==> src/rtl/axi_burst_addr_gen.sv <==
// AXI master-side burst sequencer: accepts one burst command, checks its legality,
// then emits one address/strobe beat per downstream handshake.
module axi_burst_addr_gen #(
   parameter int ADDR_WIDTH = 32,
   parameter int DATA_WIDTH = 32
) (
   input  logic                      clk,
   input  logic                      rst,
   input  logic                      cmd_valid,
   output logic                      cmd_ready,
   input  logic [ADDR_WIDTH-1:0]     cmd_addr,
   input  logic [1:0]                cmd_burst,
   input  logic [2:0]                cmd_size,
   input  logic [7:0]                cmd_len,
   output logic                      cmd_err,
   output logic                      beat_valid,
   input  logic                      beat_ready,
   output logic [ADDR_WIDTH-1:0]     beat_addr,
   output logic [DATA_WIDTH/8-1:0]   beat_strb,
   output logic                      beat_last,
   output logic                      busy
);

   localparam int LANES    = DATA_WIDTH / 8;
   localparam int LANE_LOG = $clog2(LANES);
   localparam logic [ADDR_WIDTH-1:0] LANE_MASK = ADDR_WIDTH'(LANES - 1);

   localparam logic [1:0] BURST_FIXED = 2'b00;
   localparam logic [1:0] BURST_INCR  = 2'b01;
   localparam logic [1:0] BURST_WRAP  = 2'b10;

   typedef enum logic [1:0] {IDLE, CHECK, ISSUE} state_t;

   state_t                  state_reg, state_next;
   logic [ADDR_WIDTH-1:0]   addr_reg;
   logic [1:0]              burst_reg;
   logic [2:0]              size_reg;
   logic [7:0]              len_reg;
   logic [7:0]              cnt_reg;

   logic [ADDR_WIDTH-1:0]   size_bytes, size_mask, aligned;
   logic [ADDR_WIDTH-1:0]   span, span_mask, last_byte;
   logic [ADDR_WIDTH-1:0]   incr_next, wrap_next, addr_next;
   logic [ADDR_WIDTH-1:0]   lane_lo, lane_hi;
   logic [LANES-1:0]        strb_raw;
   logic                    wrap_len_ok, crosses_4k, illegal, last_int;

   // All beat arithmetic works on registered command fields only.
   always_comb begin
      size_bytes  = ADDR_WIDTH'(1) << size_reg;
      size_mask   = size_bytes - ADDR_WIDTH'(1);
      aligned     = addr_reg & ~size_mask;
      span        = (ADDR_WIDTH'(len_reg) + ADDR_WIDTH'(1)) << size_reg;
      span_mask   = span - ADDR_WIDTH'(1);
      last_byte   = aligned + span_mask;
      crosses_4k  = last_byte[ADDR_WIDTH-1:12] != addr_reg[ADDR_WIDTH-1:12];
      wrap_len_ok = (len_reg == 8'd1) || (len_reg == 8'd3) ||
                    (len_reg == 8'd7) || (len_reg == 8'd15);
      incr_next   = aligned + size_bytes;
      // Wrap keeps the upper bits of the wrap window and lets the low bits roll over.
      wrap_next   = (addr_reg & ~span_mask) | (incr_next & span_mask);
      illegal     = (burst_reg == 2'b11) ||
                    (int'(size_reg) > LANE_LOG) ||
                    ((burst_reg == BURST_WRAP) &&
                     (!wrap_len_ok || ((addr_reg & size_mask) != '0))) ||
                    ((burst_reg == BURST_INCR) && crosses_4k);
      lane_lo     = addr_reg & LANE_MASK;
      lane_hi     = (aligned & LANE_MASK) + size_mask;
      last_int    = (cnt_reg == len_reg);
      addr_next   = addr_reg;
      case (burst_reg)
         BURST_INCR: addr_next = incr_next;
         BURST_WRAP: addr_next = wrap_next;
         default:    addr_next = addr_reg;
      endcase
   end

   for (genvar gi = 0; gi < LANES; gi++) begin : g_lane
      localparam logic [ADDR_WIDTH-1:0] LANE_IDX = ADDR_WIDTH'(gi);
      assign strb_raw[gi] = (LANE_IDX >= lane_lo) && (LANE_IDX <= lane_hi);
   end

   always_ff @(posedge clk or posedge rst) begin
      if (rst) begin
         state_reg <= IDLE;
      end else begin
         state_reg <= state_next;
      end
   end

   always_comb begin
      state_next = state_reg;
      cmd_ready  = 1'b0;
      cmd_err    = 1'b0;
      beat_valid = 1'b0;
      busy       = 1'b1;
      case (state_reg)
         IDLE: begin
            busy      = 1'b0;
            cmd_ready = ~rst;
            if (cmd_valid) state_next = CHECK;
         end
         CHECK: begin
            if (illegal) begin
               cmd_err    = 1'b1;
               state_next = IDLE;
            end else begin
               state_next = ISSUE;
            end
         end
         ISSUE: begin
            beat_valid = 1'b1;
            if (beat_ready && last_int) state_next = IDLE;
         end
         default: state_next = IDLE;
      endcase
   end

   always_ff @(posedge clk or posedge rst) begin
      if (rst) begin
         addr_reg  <= '0;
         burst_reg <= '0;
         size_reg  <= '0;
         len_reg   <= '0;
         cnt_reg   <= '0;
      end else if (state_reg == IDLE && cmd_valid) begin
         addr_reg  <= cmd_addr;
         burst_reg <= cmd_burst;
         size_reg  <= cmd_size;
         len_reg   <= cmd_len;
         cnt_reg   <= '0;
      end else if (state_reg == ISSUE && beat_ready) begin
         addr_reg  <= addr_next;
         cnt_reg   <= cnt_reg + 8'd1;
      end
   end

   // Beat fields are forced low outside ISSUE so idle/reset outputs read as zero.
   assign beat_addr = beat_valid ? addr_reg : '0;
   assign beat_strb = beat_valid ? strb_raw : '0;
   assign beat_last = beat_valid & last_int;

endmodule

==> config.mk <==
export PLATFORM = sky130hd
export DESIGN_NAME = axi_burst_addr_gen
export DESIGN_NICKNAME = d
export VERILOG_FILES = /design/src/rtl/axi_burst_addr_gen.sv
export SDC_FILE = /design/constraint.sdc
export NUM_CORES = 1
export LEC_CHECK = 0
export ABC_CLOCK_PERIOD_IN_PS = 9400
export BUFFER_PORTS_ARGS = -buffer_cell sky130_fd_sc_hd__buf_4
export CAP_MARGIN = 30
export CORE_UTILIZATION = 66
export DETAILED_ROUTE_END_ITERATION = 8
export GPL_ROUTABILITY_DRIVEN = 0
export PLACE_DENSITY = 0.92
export SYNTH_ARGS = -nofsm -noshare
export SYNTH_HDL_FRONTEND = slang
export SYNTH_SLANG_ARGS = --single-unit
==> constraint.sdc <==
create_clock -name clk -period 9.4 [get_ports clk]
set_clock_uncertainty 0.2 [all_clocks]
set_input_delay 0.94 -clock clk [delete_from_list [all_inputs] [get_ports clk]]
set_output_delay 0.94 -clock clk [all_outputs]
set_load 0.05 [all_outputs]
Word level (Yosys, flattened, before mapping)
Cells that the tools add are included.

cells by class
  equal/unequal tests = 13
  multiplexer cells = 16
  $add $sub $neg = 7
  reductions and logical operators = 23
  shift-type cells = 2
  bitwise logic cells = 9
  $lt $le $gt $ge = 9

operators by type and width
  operator                                             number
  bitwise AND 32 bit                                   4
  2-to-1 mux 32 bit                                    3
  adder 32 bit                                         2
  <= comparator 1 x 32 -> 1 bit, first input constant  2
  <= comparator 2 x 32 -> 1 bit, first input constant  2
  NOT 32 bit                                           2
  case mux 32 bit (2 select lines)                     1
  subtractor 32 x 1 -> 32 bit, second input constant   2
  adder 2 x 32 -> 32 bit                               1
  bitwise OR 32 bit                                    1
  nonzero test 32 bit                                  1
  << shifter 1 x 3 -> 32 bit, first input constant     1
  << shifter 9 x 3 -> 32 bit                           1
  inequality test 20 bit                               1
  2-to-1 mux 8 bit                                     2
  adder 8 x 1 -> 9 bit, second input constant          1
  logical AND 1 bit                                    9
  adder 8 x 1 -> 8 bit, second input constant          1
  == test 8 x 1 -> 1 bit, second input constant        1
  == test 8 x 2 -> 1 bit, second input constant        1
  == test 8 x 3 -> 1 bit, second input constant        1
  == test 8 x 4 -> 1 bit, second input constant        1
  == test 8 bit                                        1
  logical OR 1 bit                                     7
  17 further kinds                                     30

storage, ports and cells
  output and inout bits = 41
  flip-flop bits (word level) = 55

Longest topological paths before layout
  depth after elaboration = 11
  gate-level depth with buffers = 25
  gate-level depth less buffers = 22

Worst setup path before layout
No wires, ideal clock.

  path kind = flip-flop to output port
  start point = register len_reg[0]
  end point = output cmd_err
  data arrival time = 5.354 ns
  buffers on the path = 0
  data required time = 8.260 ns
  setup slack = 2.906 ns
  stages on the path, launching flop included = 19
  cell sequence = dfrtp_1 > ha_1 > and3_2 > xnor2_1 > a221oi_4 > a2111oi_2 > o21ai_2 > or4b_1 > a31o_1 > ha_1 > a21oi_1 > o21ai_0 > a211oi_1 > a21oi_1 > or2_2 > a2111oi_0 > a2111oi_2 > and4_1 > o32ai_1

on the way
  word-level cells in the longest chain between the ends = 11
  elaborated cells between the ends (all ways) = 20

RTL lines
  what                                                                 RTL line  text
  from (decl)                                                          38        logic [7:0] len_reg;
  from (signal assigned)                                               130       len_reg <= cmd_len;
  branches (longest 8 deep; another with subtractor 32 x 1 -> 32 bit)  n/a
  logical OR 1 bit (*)                                                 65        (!wrap_len_ok || ((addr_reg & size_mask) != '0))) ||
  2-to-1 mux 1 bit (*)                                                 104       if (illegal) begin
  2-to-1 mux 1 bit (*)                                                 97        case (state_reg)
  to (decl)                                                            15        output logic cmd_err,

Mark *: on every way between the ends.

Final worst setup path
Ends and elaborated chain as after synthesis.

==> results.json <==
{
  "dieArea_um2": 12050,
  "grt_overflow": 0,
  "finalMaxSlewViolations": 0,
  "drive_gt1_frac": 0.1385,
  "synth-seq-cells": 55,
  "drv_cap": 0,
  "worst_setup_path_start_kind": "flip-flop",
  "hold_viol": 0,
  "io_buffers": 89,
  "holdCritPathClass": "reg -> reg",
  "fin_nets": 1176,
  "worst_pin_slew_ps": 853.4,
  "finalSetupViolCount": 0,
  "path_delay_family": "simple AND/OR/NAND/NOR gates",
  "fin_crit_ps": 7872,
  "worstSetupPathType": "reg -> out",
  "required_ps": 8260,
  "max_slew_margin": 0.4297,
  "drc": 0,
  "num_rows": 38,
  "vias": 8612,
  "yosys_warnings": 0,
  "status": "finished, final reports clean",
  "routed_wl_um": 24500,
  "rr_endpoint": "state_reg[1]$_DFFE_PP0P_",
  "final_core_util": 0.7501,
  "cts.sinks": 55,
  "synth_ff_type": "dfrtp_1",
  "worstHoldEndpoint": "cnt_reg[7]$_DFFE_PP0P_",
  "ant_nets": 0,
  "start_util": 0.6920,
  "async_flop_share": 1.000,
  "ioPinCount": 90,
  "first_global_vias": 7685,
  "min_from": "cnt_reg[7]$_DFFE_PP0P_",
  "crit_top_cell": "ha_1",
  "grtUsageTotal": 0.4119,
  "cts_buffers": 5,
  "die_w_um": 109.8,
  "setup_tns_ps": 0,
  "routedWlPerCell_um": 20.03,
  "area_growth_pct": 8.389,
  "seq_area_frac_synth": 0.1795,
  "cts_tree": "yes",
  "synth-edff-count": 0,
  "layout.cells.most_common": "nand2_1",
  "cts.clk_slew.worst_paths_ps": 70,
  "grt_pass1_wl_um": 38560,
  "path_cells": "ha_1 > xor2_1 > a211oi_2 > nand3_1 > o211ai_2 > o2111ai_1 > nor3_2 > and2_1 > xnor2_1 > ha_1 > nand2_1 > o21ai_0 > nor3_1 > a21o_1 > a2111oi_0 > o311ai_0 > nor4_1 > and4b_1 > and4_1 > o32ai_1 > buf_4",
  "layout_common_cells": "nand2_1 (127), buf_4 (96), nor2_1 (87)",
  "fmax_mhz": 127.0,
  "rsz0062_at_grt": "no",
  "arrival_ps": 6730,
  "synth_cells": 1065,
  "initialDrtViolationCount": 1259,
  "avgSynthCellArea_um2": 7.198,
  "rr_startpoint": "len_reg[0]$_DFFE_PP0P_",
  "rrSetupSlack_ps": 2910,
  "dpl.hpwl_um": 18600,
  "end_kind": "output port",
  "ctsHoldBuffers": 0,
  "post_cts_buffers": 0,
  "syn_nets": 1159,
  "cts-root-buf": "clkbuf_16",
  "cts_resized": 0,
  "slowest_delay_ps": 770,
  "grt_antenna_before_repair": 0,
  "htreeDepth": 2,
  "core_area_um2": 11080,
  "whs_path_depth": 2,
  "ys_types": 101,
  "r2r_cells": 20,
  "grt_max_degree": 58,
  "die_y_um": 109.8,
  "cp.buffers_inverters": 1,
  "slowest_stage": "dfrtp_1",
  "synthesis.area_um2": 7666,
  "worstSkewPairLatency_ps": 300,
  "antennaDiodeCount": 0,
  "cts_buffer_depth": 2,
  "first_pass_iters": 6,
  "cp_max_fo": 20,
  "fin_crit_sh": 0.8374,
  "viasPerCell": 7.042
}
## how the worst max path moves through the flow
stage                           startpoint       to  slack [ps]  cells after the start
finish              len_reg[0]$_DFFE_PP0P_  cmd_err        1530                     21
global route        len_reg[0]$_DFFE_PP0P_  cmd_err        1040                     21
CTS                 len_reg[0]$_DFFE_PP0P_  cmd_err        1780                     21
detailed placement  len_reg[0]$_DFFE_PP0P_  cmd_err        2130                     21
global placement    len_reg[0]$_DFFE_PP0P_  cmd_err        2380                     21
floorplan           len_reg[0]$_DFFE_PP0P_  cmd_err        2910                     18
## worst register-to-register path: cells and delay by family, from the launching register on
family	cells	cell delay, ps
compound gates	9	2370
xor+xnor	2	270
fa+ha+maj	2	920
flops	1	770
simple gates	7	1880
## layer usage
layer  up-vias  wire length, um  track usage
met5         -                0            0
met4         0              804       0.1400
met3        83             3424       0.1020
met2       680            10470       0.6087
met1      3967             9797       0.5824
li1       3882                -            -
## kinds of logic (layout without fill, tap and decap cells)
logic type	Yosys count	count (layout)	synth area share
other	1	1	0.0004892
AO/OA/AOI/OAI	317	317	0.2780
flip-flops	55	55	0.1795
multiplexers	8	8	0.01175
adder cells (fa/ha/maj)	45	45	0.07345
XOR/XNOR	64	64	0.07312
buffers and inverters	119	137	0.06757
AND/OR/NAND/NOR	456	456	0.3161
## cell usage after synthesis, types with 5 or more instances
library cell,count,area share
nand2_1,127,0.062
nor2_1,87,0.043
a21oi_1,80,0.052
o21ai_0,78,0.051
clkbuf_1,64,0.031
dfrtp_1,55,0.18
and2_1,54,0.044
ha_1,45,0.073
xnor2_1,34,0.039
nand3_1,33,0.022
inv_1,31,0.015
nor3_1,31,0.020
xor2_1,30,0.034
o21ai_1,18,0.012
and3_1,17,0.014
nand4_1,17,0.014
a211oi_1,16,0.016
nor4_1,14,0.011
or3_1,11,0.0090
a21o_1,9,0.0088
a22oi_1,9,0.0088
a31oi_1,9,0.0073
buf_2,9,0.0059
o21a_1,9,0.0088
nor2b_1,8,0.0065
o22ai_1,8,0.0065
and4_1,7,0.0080
o211ai_1,7,0.0069
a2111oi_0,6,0.0069
buf_6,6,0.0088
nand2b_1,6,0.0049
or2_2,6,0.0049
a211o_1,5,0.0057
mux2i_1,5,0.0065
nor3b_1,5,0.0049
o2111ai_1,5,0.0057
o31ai_1,5,0.0049
## layout make-up
class | instances | area [um2]
repair buffers | 96 | 720.7
flip-flops and latches | 55 | 1376
well taps | 140 | 175.2
inverters | 33 | 123.9
clock inverters | 2 | 12.51
fillers | 818 | 2769
clock buffers | 6 | 128.9
multi-input cells | 891 | 5772
## per-stage QoR
stage          hold slack, ps  instance area (um2)  std cells  setup slack (ps)
2_1_floorplan           276.1                 7666       1065              2906
3_3_place_gp            326.7                 8168       1215              2381
3_5_place_dp            339.9                 8168       1215              2134
4_1_cts                 360.9                 8309       1223              1780
5_1_grt                 386.4                 8309       1223              1035
6_report                374.2                 8309       1223              1528
Power is left out: the tool's default activity adds up to more than one toggle a clock period on the data nets, which glitch-free logic cannot reach.
